--- src/rtl/rw_request_scheduler_pkg.sv ---
// Shared command type, scheduler state encoding and default scheduling constants
// for the read/write request scheduler.
package rw_request_scheduler_pkg;

    typedef struct packed {
        logic [23:0] addr;
        logic [7:0]  tag;
    } frontend_command_t;

    typedef enum logic {
        READ_PRIO   = 1'b0,
        WRITE_DRAIN = 1'b1
    } scheduler_state_t;

    localparam int SCHED_STARVE_LIMIT = 8;
    localparam int SCHED_DRAIN_BURST  = 4;

endpackage

--- src/rtl/cmd_issue_slot.sv ---
// One-entry valid/ready issue register; o_load says the slot may take a new command
// this cycle (empty, or its current command is being accepted).
module cmd_issue_slot
    import rw_request_scheduler_pkg::*;
(
    input  logic              i_clk,
    input  logic              i_rst_n,
    input  logic              i_push,
    input  frontend_command_t i_push_cmd,
    input  logic              i_push_is_write,
    input  logic              i_ready,
    output logic              o_load,
    output logic              o_valid,
    output frontend_command_t o_cmd,
    output logic              o_is_write
);

    logic              valid_q, valid_d;
    frontend_command_t cmd_q, cmd_d;
    logic              is_write_q, is_write_d;

    assign o_load = !valid_q || i_ready;

    always_comb begin
        valid_d    = valid_q;
        cmd_d      = cmd_q;
        is_write_d = is_write_q;
        if (o_load) begin
            // An accepted command with nothing behind it leaves the slot empty.
            valid_d = i_push;
            if (i_push) begin
                cmd_d      = i_push_cmd;
                is_write_d = i_push_is_write;
            end
        end
    end

    always_ff @(posedge i_clk) begin
        if (!i_rst_n) begin
            valid_q    <= 1'b0;
            cmd_q      <= '0;
            is_write_q <= 1'b0;
        end else begin
            valid_q    <= valid_d;
            cmd_q      <= cmd_d;
            is_write_q <= is_write_d;
        end
    end

    assign o_valid    = valid_q;
    assign o_cmd      = cmd_q;
    assign o_is_write = is_write_q;

endmodule

--- src/rtl/rw_request_scheduler.sv ---
// Arbitrates read/write FIFO heads onto one backend command port: reads first,
// writes forced after STARVE_LIMIT read grants, bursts of writes when the write FIFO fills.
module rw_request_scheduler
    import rw_request_scheduler_pkg::*;
#(
    parameter int STARVE_LIMIT = SCHED_STARVE_LIMIT,
    parameter int DRAIN_BURST  = SCHED_DRAIN_BURST
) (
    input  logic              i_clk,
    input  logic              i_rst_n,
    input  frontend_command_t i_rd_cmd,
    input  logic              i_rd_empty,
    output logic              o_rd_pop,
    input  frontend_command_t i_wr_cmd,
    input  logic              i_wr_empty,
    input  logic              i_wr_full,
    output logic              o_wr_pop,
    output logic              o_cmd_valid,
    output frontend_command_t o_cmd,
    output logic              o_cmd_is_write,
    input  logic              i_cmd_ready,
    output logic              o_drain_active
);

    localparam int SW = $clog2(STARVE_LIMIT + 1);
    localparam int BW = $clog2(DRAIN_BURST + 1);

    scheduler_state_t state_q, state_d;
    logic [SW-1:0]    starve_q, starve_d;
    logic [BW-1:0]    burst_q, burst_d;
    logic [BW-1:0]    burst_inc;
    logic             load;
    logic             rd_pend, wr_pend;
    logic             rd_grant, wr_grant;

    assign rd_pend   = !i_rd_empty;
    assign wr_pend   = !i_wr_empty;
    assign burst_inc = (burst_q == BW'(DRAIN_BURST)) ? burst_q : burst_q + BW'(1);

    always_comb begin
        rd_grant = 1'b0;
        wr_grant = 1'b0;
        state_d  = state_q;
        starve_d = starve_q;
        burst_d  = burst_q;
        case (state_q)
            READ_PRIO: begin
                if (load) begin
                    if (starve_q == SW'(STARVE_LIMIT) && wr_pend) begin
                        wr_grant = 1'b1;
                        starve_d = '0;
                    end else if (rd_pend) begin
                        rd_grant = 1'b1;
                        if (!wr_pend) begin
                            starve_d = '0;
                        end else if (starve_q != SW'(STARVE_LIMIT)) begin
                            starve_d = starve_q + SW'(1);
                        end
                    end else if (wr_pend) begin
                        wr_grant = 1'b1;
                        starve_d = '0;
                    end
                end
                // A read granted this cycle still issues; the drain starts next cycle.
                if (i_wr_full) begin
                    state_d = WRITE_DRAIN;
                    burst_d = '0;
                end
            end
            WRITE_DRAIN: begin
                if (load && wr_pend) begin
                    wr_grant = 1'b1;
                    burst_d  = burst_inc;
                end
                if (!wr_pend || (wr_grant && burst_inc == BW'(DRAIN_BURST))) begin
                    state_d  = READ_PRIO;
                    starve_d = '0;
                end
            end
            default: begin
                state_d = READ_PRIO;
            end
        endcase
    end

    always_ff @(posedge i_clk) begin
        if (!i_rst_n) begin
            state_q  <= READ_PRIO;
            starve_q <= '0;
            burst_q  <= '0;
        end else begin
            state_q  <= state_d;
            starve_q <= starve_d;
            burst_q  <= burst_d;
        end
    end

    assign o_rd_pop       = rd_grant && i_rst_n;
    assign o_wr_pop       = wr_grant && i_rst_n;
    assign o_drain_active = (state_q == WRITE_DRAIN);

    cmd_issue_slot u_slot (
        .i_clk           (i_clk),
        .i_rst_n         (i_rst_n),
        .i_push          (o_rd_pop || o_wr_pop),
        .i_push_cmd      (o_wr_pop ? i_wr_cmd : i_rd_cmd),
        .i_push_is_write (o_wr_pop),
        .i_ready         (i_cmd_ready),
        .o_load          (load),
        .o_valid         (o_cmd_valid),
        .o_cmd           (o_cmd),
        .o_is_write      (o_cmd_is_write)
    );

endmodule

--- config.mk ---
export PLATFORM = sky130hd
export DESIGN_NAME = rw_request_scheduler
export DESIGN_NICKNAME = d
export VERILOG_FILES = /design/src/rtl/rw_request_scheduler_pkg.sv /design/src/rtl/cmd_issue_slot.sv /design/src/rtl/rw_request_scheduler.sv
export SDC_FILE = /design/constraint.sdc
export NUM_CORES = 1
export LEC_CHECK = 0
export CAP_MARGIN = 20
export CELL_PAD_IN_SITES_DETAIL_PLACEMENT = 0
export CELL_PAD_IN_SITES_GLOBAL_PLACEMENT = 1
export CORE_MARGIN = 2
export CORE_UTILIZATION = 34
export CTS_CLUSTER_SIZE = 12
export DETAILED_ROUTE_END_ITERATION = 12
export HOLD_SLACK_MARGIN = 0.03
export PLACE_DENSITY_LB_ADDON = 0.1
export REMOVE_ABC_BUFFERS = 1
export SLEW_MARGIN = 20
export SYNTH_ARGS = -nofsm -noshare
export SYNTH_HDL_FRONTEND = slang
export SYNTH_HIERARCHICAL = 1
export SYNTH_SLANG_ARGS = --single-unit
--- constraint.sdc ---
create_clock -name i_clk -period 3.8 [get_ports i_clk]
set_clock_uncertainty 0.05 [all_clocks]
set_input_delay 0.38 -clock i_clk [delete_from_list [all_inputs] [get_ports i_clk]]
set_output_delay 0.38 -clock i_clk [all_outputs]
set_load 0.01 [all_outputs]
==> flow_summary.json, run 1 <==
{
  "status": "completed",
  "post_synth.cell_area_avg_um2": 9.97,
  "ant_nets": 0,
  "overflow": 0,
  "cts.clk_slew.worst_paths_ps": 80,
  "post_cts_buffers": 0,
  "fin_area_um2": 3570,
  "crit_family": "buffers and inverters",
  "slew_headroom": 0.564,
  "ys_ff_latch": 42,
  "start_kind": "primary input",
  "first_global_vias": 1895,
  "hold_viol": 0,
  "first_pass_iters": 4,
  "crit_path_frequent_cell": "clkdlybuf4s50_1",
  "cp_max_fo": 9,
  "power_frac_comb": 0.287,
  "fin_cells": 448,
  "wirelength_um": 5640,
  "drt_iter0_drc": 70,
  "place_inst": 441,
  "drive_gt1_frac": 0.135,
  "vias": 2025,
  "cp_slowest_stage_delay_ps": 630,
  "min-delay-start": "i_rst_n",
  "seq_area_frac_synth": 0.337,
  "r2r-start": "u_slot/o_valid",
  "switchingPower_mw": 0.272,
  "cap_violations": 0,
  "max_freq_mhz": 353,
  "p_clk_frac": 0.252,
  "startpoint": "i_cmd_ready",
  "p_sw_frac": 0.257,
  "cts_hold_buf": 0,
  "synth_cells": 250,
  "drv_slew": 0,
  "internal_power_mw": 0.788,
  "reg2regPathDepth": 6,
  "leakage_nw": 1.40,
  "area_growth_pct": 43.4,
  "clkSinkCount": 42,
  "min_to": "burst_q[2]",
  "cp.arrival_ps": 2400,
  "rsz0062_at_grt": "no",
  "antenna_found_initial": 0,
  "cts_buffer_depth": 2,
  "drc": 0,
  "peakVddDrop_mv": 0.144,
  "finalSetupTns_ps": 0,
  "r2r_slack_ps": 1530,
  "layout.nets": 423,
  "final-setup-viol-count": 0,
  "dpl_cell_area_um2": 3500,
  "cp_cell_sequence": "clkdlybuf4s50_1 > nand2b_4 > nor2b_1 > and3_4 > clkdlybuf4s50_1",
  "htree_levels": 2,
  "tightest_slew_ps": 654,
  "viasPerCell": 4.52,
  "core_area_um2": 7180,
  "rr_endpoint": "u_slot/o_cmd[9]",
  "pwr-share-seq": 0.461,
  "track_usage": 0.141,
  "grt_pass1_wl_um": 8780,
  "min_period_over_period": 0.745,
  "drt-wirelength-per-cell_um": 12.6,
  "crit_type": "primary input to output pin",
  "cts.repair.resized": 0,
  "die_w_um": 89.6,
  "fillerInstances": 694,
  "numCtsBuffers": 5,
  "die_y_um": 89.6,
  "final_common_cell": "clkdlybuf4s50_1",
  "yosysUniqueCellTypes": 38,
  "clk_latency_ps": 280,
  "grt_max_degree": 70,
  "hold_depth": 3,
  "insertedDiodeCount": 0,
  "clockRootBuffer": "clkbuf_8",
  "io_buffers": 106,
  "critPathRequiredTime_ps": 3370,
  "layout_common_cells": "clkdlybuf4s50_1 (105), nand2_1 (70), dfxtp_1 (42)",
  "initial_core_util": 0.347,
  "powerDensity_nw_per_um2": 297,
  "slowest_stage": "clkdlybuf4s50_1",
  "ios": 107,
  "syn-cell-area_um2": 2490,
  "dp_hpwl_um": 4160,
  "path_buf_inv": 2,
  "endpoint_kind": "output pin",
  "rows": 31,
  "holdWs_ps": 338,
  "hold_path_class": "primary input to flip-flop",
  "cts_tree": "yes",
  "period_needed_ps": 2830,
  "ys_warn_count": 6,
  "dieArea_um2": 8030,
  "gp_congestion": 0.687
}
## stage by stage
stage | util | power, mW | setup WS (ps)
2_1_floorplan | - | 0.640 | 1410
3_3_place_gp | 0.488 | 0.806 | 986
3_5_place_dp | 0.488 | 0.808 | 960
4_1_cts | 0.498 | 1.08 | 954
5_1_grt | 0.498 | 1.13 | 901
6_report | 0.498 | 1.06 | 968
## state kept, by name, indices dropped and copies added (netlist names)
register	count
starve_q	4
burst_q	3
u_slot/o_cmd	32
o_drain_active	1
u_slot/o_valid	1
u_slot/o_is_write	1
## Yosys cell counts, drive strengths merged
| cell type | instances | area, µm² |
|---|---|---|
| inv | 7 | 26.3 |
| o311ai | 1 | 8.76 |
| and3b | 1 | 8.76 |
| buf | 14 | 185 |
| a311oi | 1 | 8.76 |
| or2 | 1 | 6.26 |
| clkbuf | 3 | 11.3 |
| o21a | 1 | 7.51 |
| a32oi | 1 | 8.76 |
| mux2i | 34 | 340 |
| o31ai | 1 | 7.51 |
| or3 | 1 | 6.26 |
| and2 | 1 | 8.76 |
| a211oi | 1 | 7.51 |
| a21oi | 7 | 35.0 |
| nand4 | 2 | 12.5 |
| nor3 | 1 | 5.00 |
| mux2 | 32 | 465 |
| o2111a | 1 | 11.3 |
| dfxtp | 42 | 841 |
| nor2 | 4 | 31.3 |
| ha | 4 | 50.1 |
| a31oi | 1 | 6.26 |
| nor2b | 1 | 6.26 |
| and3 | 2 | 17.5 |
| a21boi | 2 | 15.0 |
| nand3b | 1 | 20.0 |
| o21ai | 2 | 10.0 |
| nand2b | 2 | 20.0 |
| nand3 | 7 | 35.0 |
| nand2 | 71 | 269 |
## cells by family (layout without fill, tap and decap cells)
family	count (synthesis)	in the layout	share of synthesized area
DFF	42	42	0.337
AOI/OAI and AO/OA	19	19	0.0507
adders and majority gates	4	4	0.0201
muxes	66	66	0.323
and+or+nand+nor	95	95	0.179
buffers and inverters	24	123	0.0894
## power by group through the flow
stage,clock (mW),combinational [mW],sequential (mW)
floorplan,0,0.128,0.512
global placement,0,0.308,0.498
detailed placement,0,0.309,0.499
CTS,0.285,0.310,0.489
global route,0.301,0.331,0.493
finish,0.267,0.305,0.489
## layout make-up
class	count	area, µm²	share of cell area
tap	99	124	0.0347
multi-input combinational	184	1430	0.400
timing repair buffer	109	1080	0.302
clock buffer	7	76.3	0.0214
inverter	7	26.3	0.00735
sequential	42	841	0.235
## worst max path at each step
| stage | end | slack, ps | cells after the start |
|---|---|---|---|
| 2_1_floorplan | u_slot/o_cmd[0] | 1410 | 6 |
| 3_3_place_gp | o_wr_pop | 990 | 5 |
| 3_5_place_dp | u_slot/o_is_write | 960 | 7 |
| 4_1_cts | o_wr_pop | 950 | 5 |
| 5_1_grt | o_wr_pop | 900 | 5 |
| 6_report | o_wr_pop | 970 | 5 |
## worst reg2reg max path, stage by stage (launching register included)
cell	delay, ps
dfxtp_1	340
nand2b_4	90
nor2b_1	420
and3_4	360
or2_1	140
and2_4	510
mux2i_1	280
## routing by layer
metal  part of all wire  vias to the layer above  wire, µm  track usage
met5                  0                        -         0            0
met3              0.080                        2       448       0.0503
met4             0.0062                        0        35       0.0366
met1               0.44                      911      2460        0.175
met2               0.48                       63      2690        0.233
li1                   -                     1049         -            -
(Power assumes the default switching activity.)
==> inputs of run 2 (changes only) <==
- CORE_UTILIZATION: 34 -> 28
- clock period: 3.8 -> 2.6 ns (I/O delays scaled with it)
==> run 2 against run 1 <==
  * Die area is 20% higher
  * First-iteration DRC count is 30% lower
  * Final area is 2.4% higher
  * Critical path type is now flip-flop to output pin
  * Critical endpoint unchanged
==> flow_summary.json, run 2 (synthesis results as in run 1) <==
{
  "insertedDiodeCount": 0,
  "grt_pass1_wl_um": 9420,
  "crit_type": "flip-flop to output pin",
  "rows": 34,
  "layout.nets": 427,
  "cp_max_fo": 9,
  "cap_violations": 0,
  "cts_tree": "yes",
  "core_area_um2": 8680,
  "critPathRequiredTime_ps": 2290,
  "gp_congestion": 0.736,
  "ant_nets": 0,
  "track_usage": 0.121,
  "overflow": 0,
  "final_common_cell": "clkdlybuf4s50_1",
  "powerDensity_nw_per_um2": 446,
  "io_buffers": 106,
  "drt-wirelength-per-cell_um": 12.9,
  "layout_common_cells": "clkdlybuf4s50_1 (105), nand2_1 (70), dfxtp_1 (42)",
  "hold_path_class": "primary input to flip-flop",
  "dieArea_um2": 9670,
  "viasPerCell": 4.45,
  "antenna_found_initial": 0,
  "initial_core_util": 0.287,
  "clk_latency_ps": 290,
  "rsz0062_at_grt": "no",
  "drv_slew": 0,
  "tightest_slew_ps": 623,
  "first_global_vias": 2000,
  "wirelength_um": 5940,
  "start_kind": "flip-flop",
  "final-setup-viol-count": 0,
  "cts.clk_slew.worst_paths_ps": 80,
  "leakage_nw": 1.44,
  "clockRootBuffer": "clkbuf_8",
  "endpoint_kind": "output pin",
  "cts.repair.resized": 0,
  "post_cts_buffers": 0,
  "vias": 2058,
  "slew_headroom": 0.585,
  "fillerInstances": 915,
  "numCtsBuffers": 5,
  "hold_viol": 0,
  "status": "completed",
  "die_w_um": 98.3,
  "drive_gt1_frac": 0.153,
  "cts_buffer_depth": 2,
  "area_growth_pct": 46.8,
  "drc": 0,
  "htree_levels": 2,
  "clkSinkCount": 42,
  "largest_register_ffs": 32,
  "ios": 107,
  "die_y_um": 98.3,
  "cts_hold_buf": 0,
  "peakVddDrop_mv": 0.194,
  "first_pass_iters": 2,
  "finalSetupTns_ps": 0,
  "grt_max_degree": 67,
  "dp_hpwl_um": 4440,
  "max_freq_mhz": 434,
  "place_inst": 454,
  "cp.arrival_ps": 2000,
  "drt_iter0_drc": 49,
  "period_needed_ps": 2310,
  "fin_cells": 462,
  "min_period_over_period": 0.887
}
[run 2: cell count changes in the layout (fill, tap and decap cells not counted)]
cell	before	now
clkinv_2	0	1
clkbuf_8	5	6
clkinvlp_4	0	1
clkbuf_1	2	0
buf_12	0	2
buf_4	3	5
[run 2: area by class of cell]
| cell class | count | area (µm²) | share of cell area |
|---|---|---|---|
| flip-flops and latches | 42 | 841 | 0.230 |
| inverters | 7 | 26.3 | 0.00718 |
| clock buffers | 6 | 82.6 | 0.0226 |
| multi-input cells | 184 | 1430 | 0.390 |
| clock inverters | 2 | 12.5 | 0.00342 |
| repair buffers | 113 | 1130 | 0.310 |
| well taps | 108 | 135 | 0.0369 |
[run 2: report_power, final]
group	switching [mW]	internal, mW	leakage [nW]
registers	0.0260	0.687	0.343
logic	0.173	0.292	1.04
clock network	0.241	0.214	0.0472
[run 2: routing by layer]
layer / GRT usage / vias to the layer above / wire (µm)
met4: 0.0411 / 0 / 68
met1: 0.147 / 929 / 2590
met3: 0.0494 / 6 / 581
met5: 0 / - / 0
met2: 0.194 / 70 / 2700
li1: - / 1053 / -
[run 2: through the flow]
step	power (mW)	hold WS, ps	utilization	setup WS (ps)	instance area, µm²
finish	1.63	271	0.422	294	3660
global route	1.72	284	0.422	152	3660
CTS	1.66	262	0.422	245	3660
detailed placement	1.20	398	0.411	227	3560
global placement	1.20	391	0.411	283	3560
floorplan	0.935	331	-	273	2300
[run 2: final timing paths]
kind                                       from               end  slack (ps)  cells past startpoint
worst max register to register      starve_q[0]  u_slot/o_cmd[19]         560                      9
worst min-delay path                    i_rst_n        burst_q[2]         270                      3
worst max-delay path                starve_q[0]          o_wr_pop         290                      6
worst min register to register  u_slot/o_cmd[8]   u_slot/o_cmd[8]         410                      2
[run 2: worst max-delay path: stages (launching register included)]
cell	delay (ps)
dfxtp_1	330
inv_1	90
ha_1	200
nand3b_4	90
nand2_2	80
and3_4	280
clkdlybuf4s50_1	630
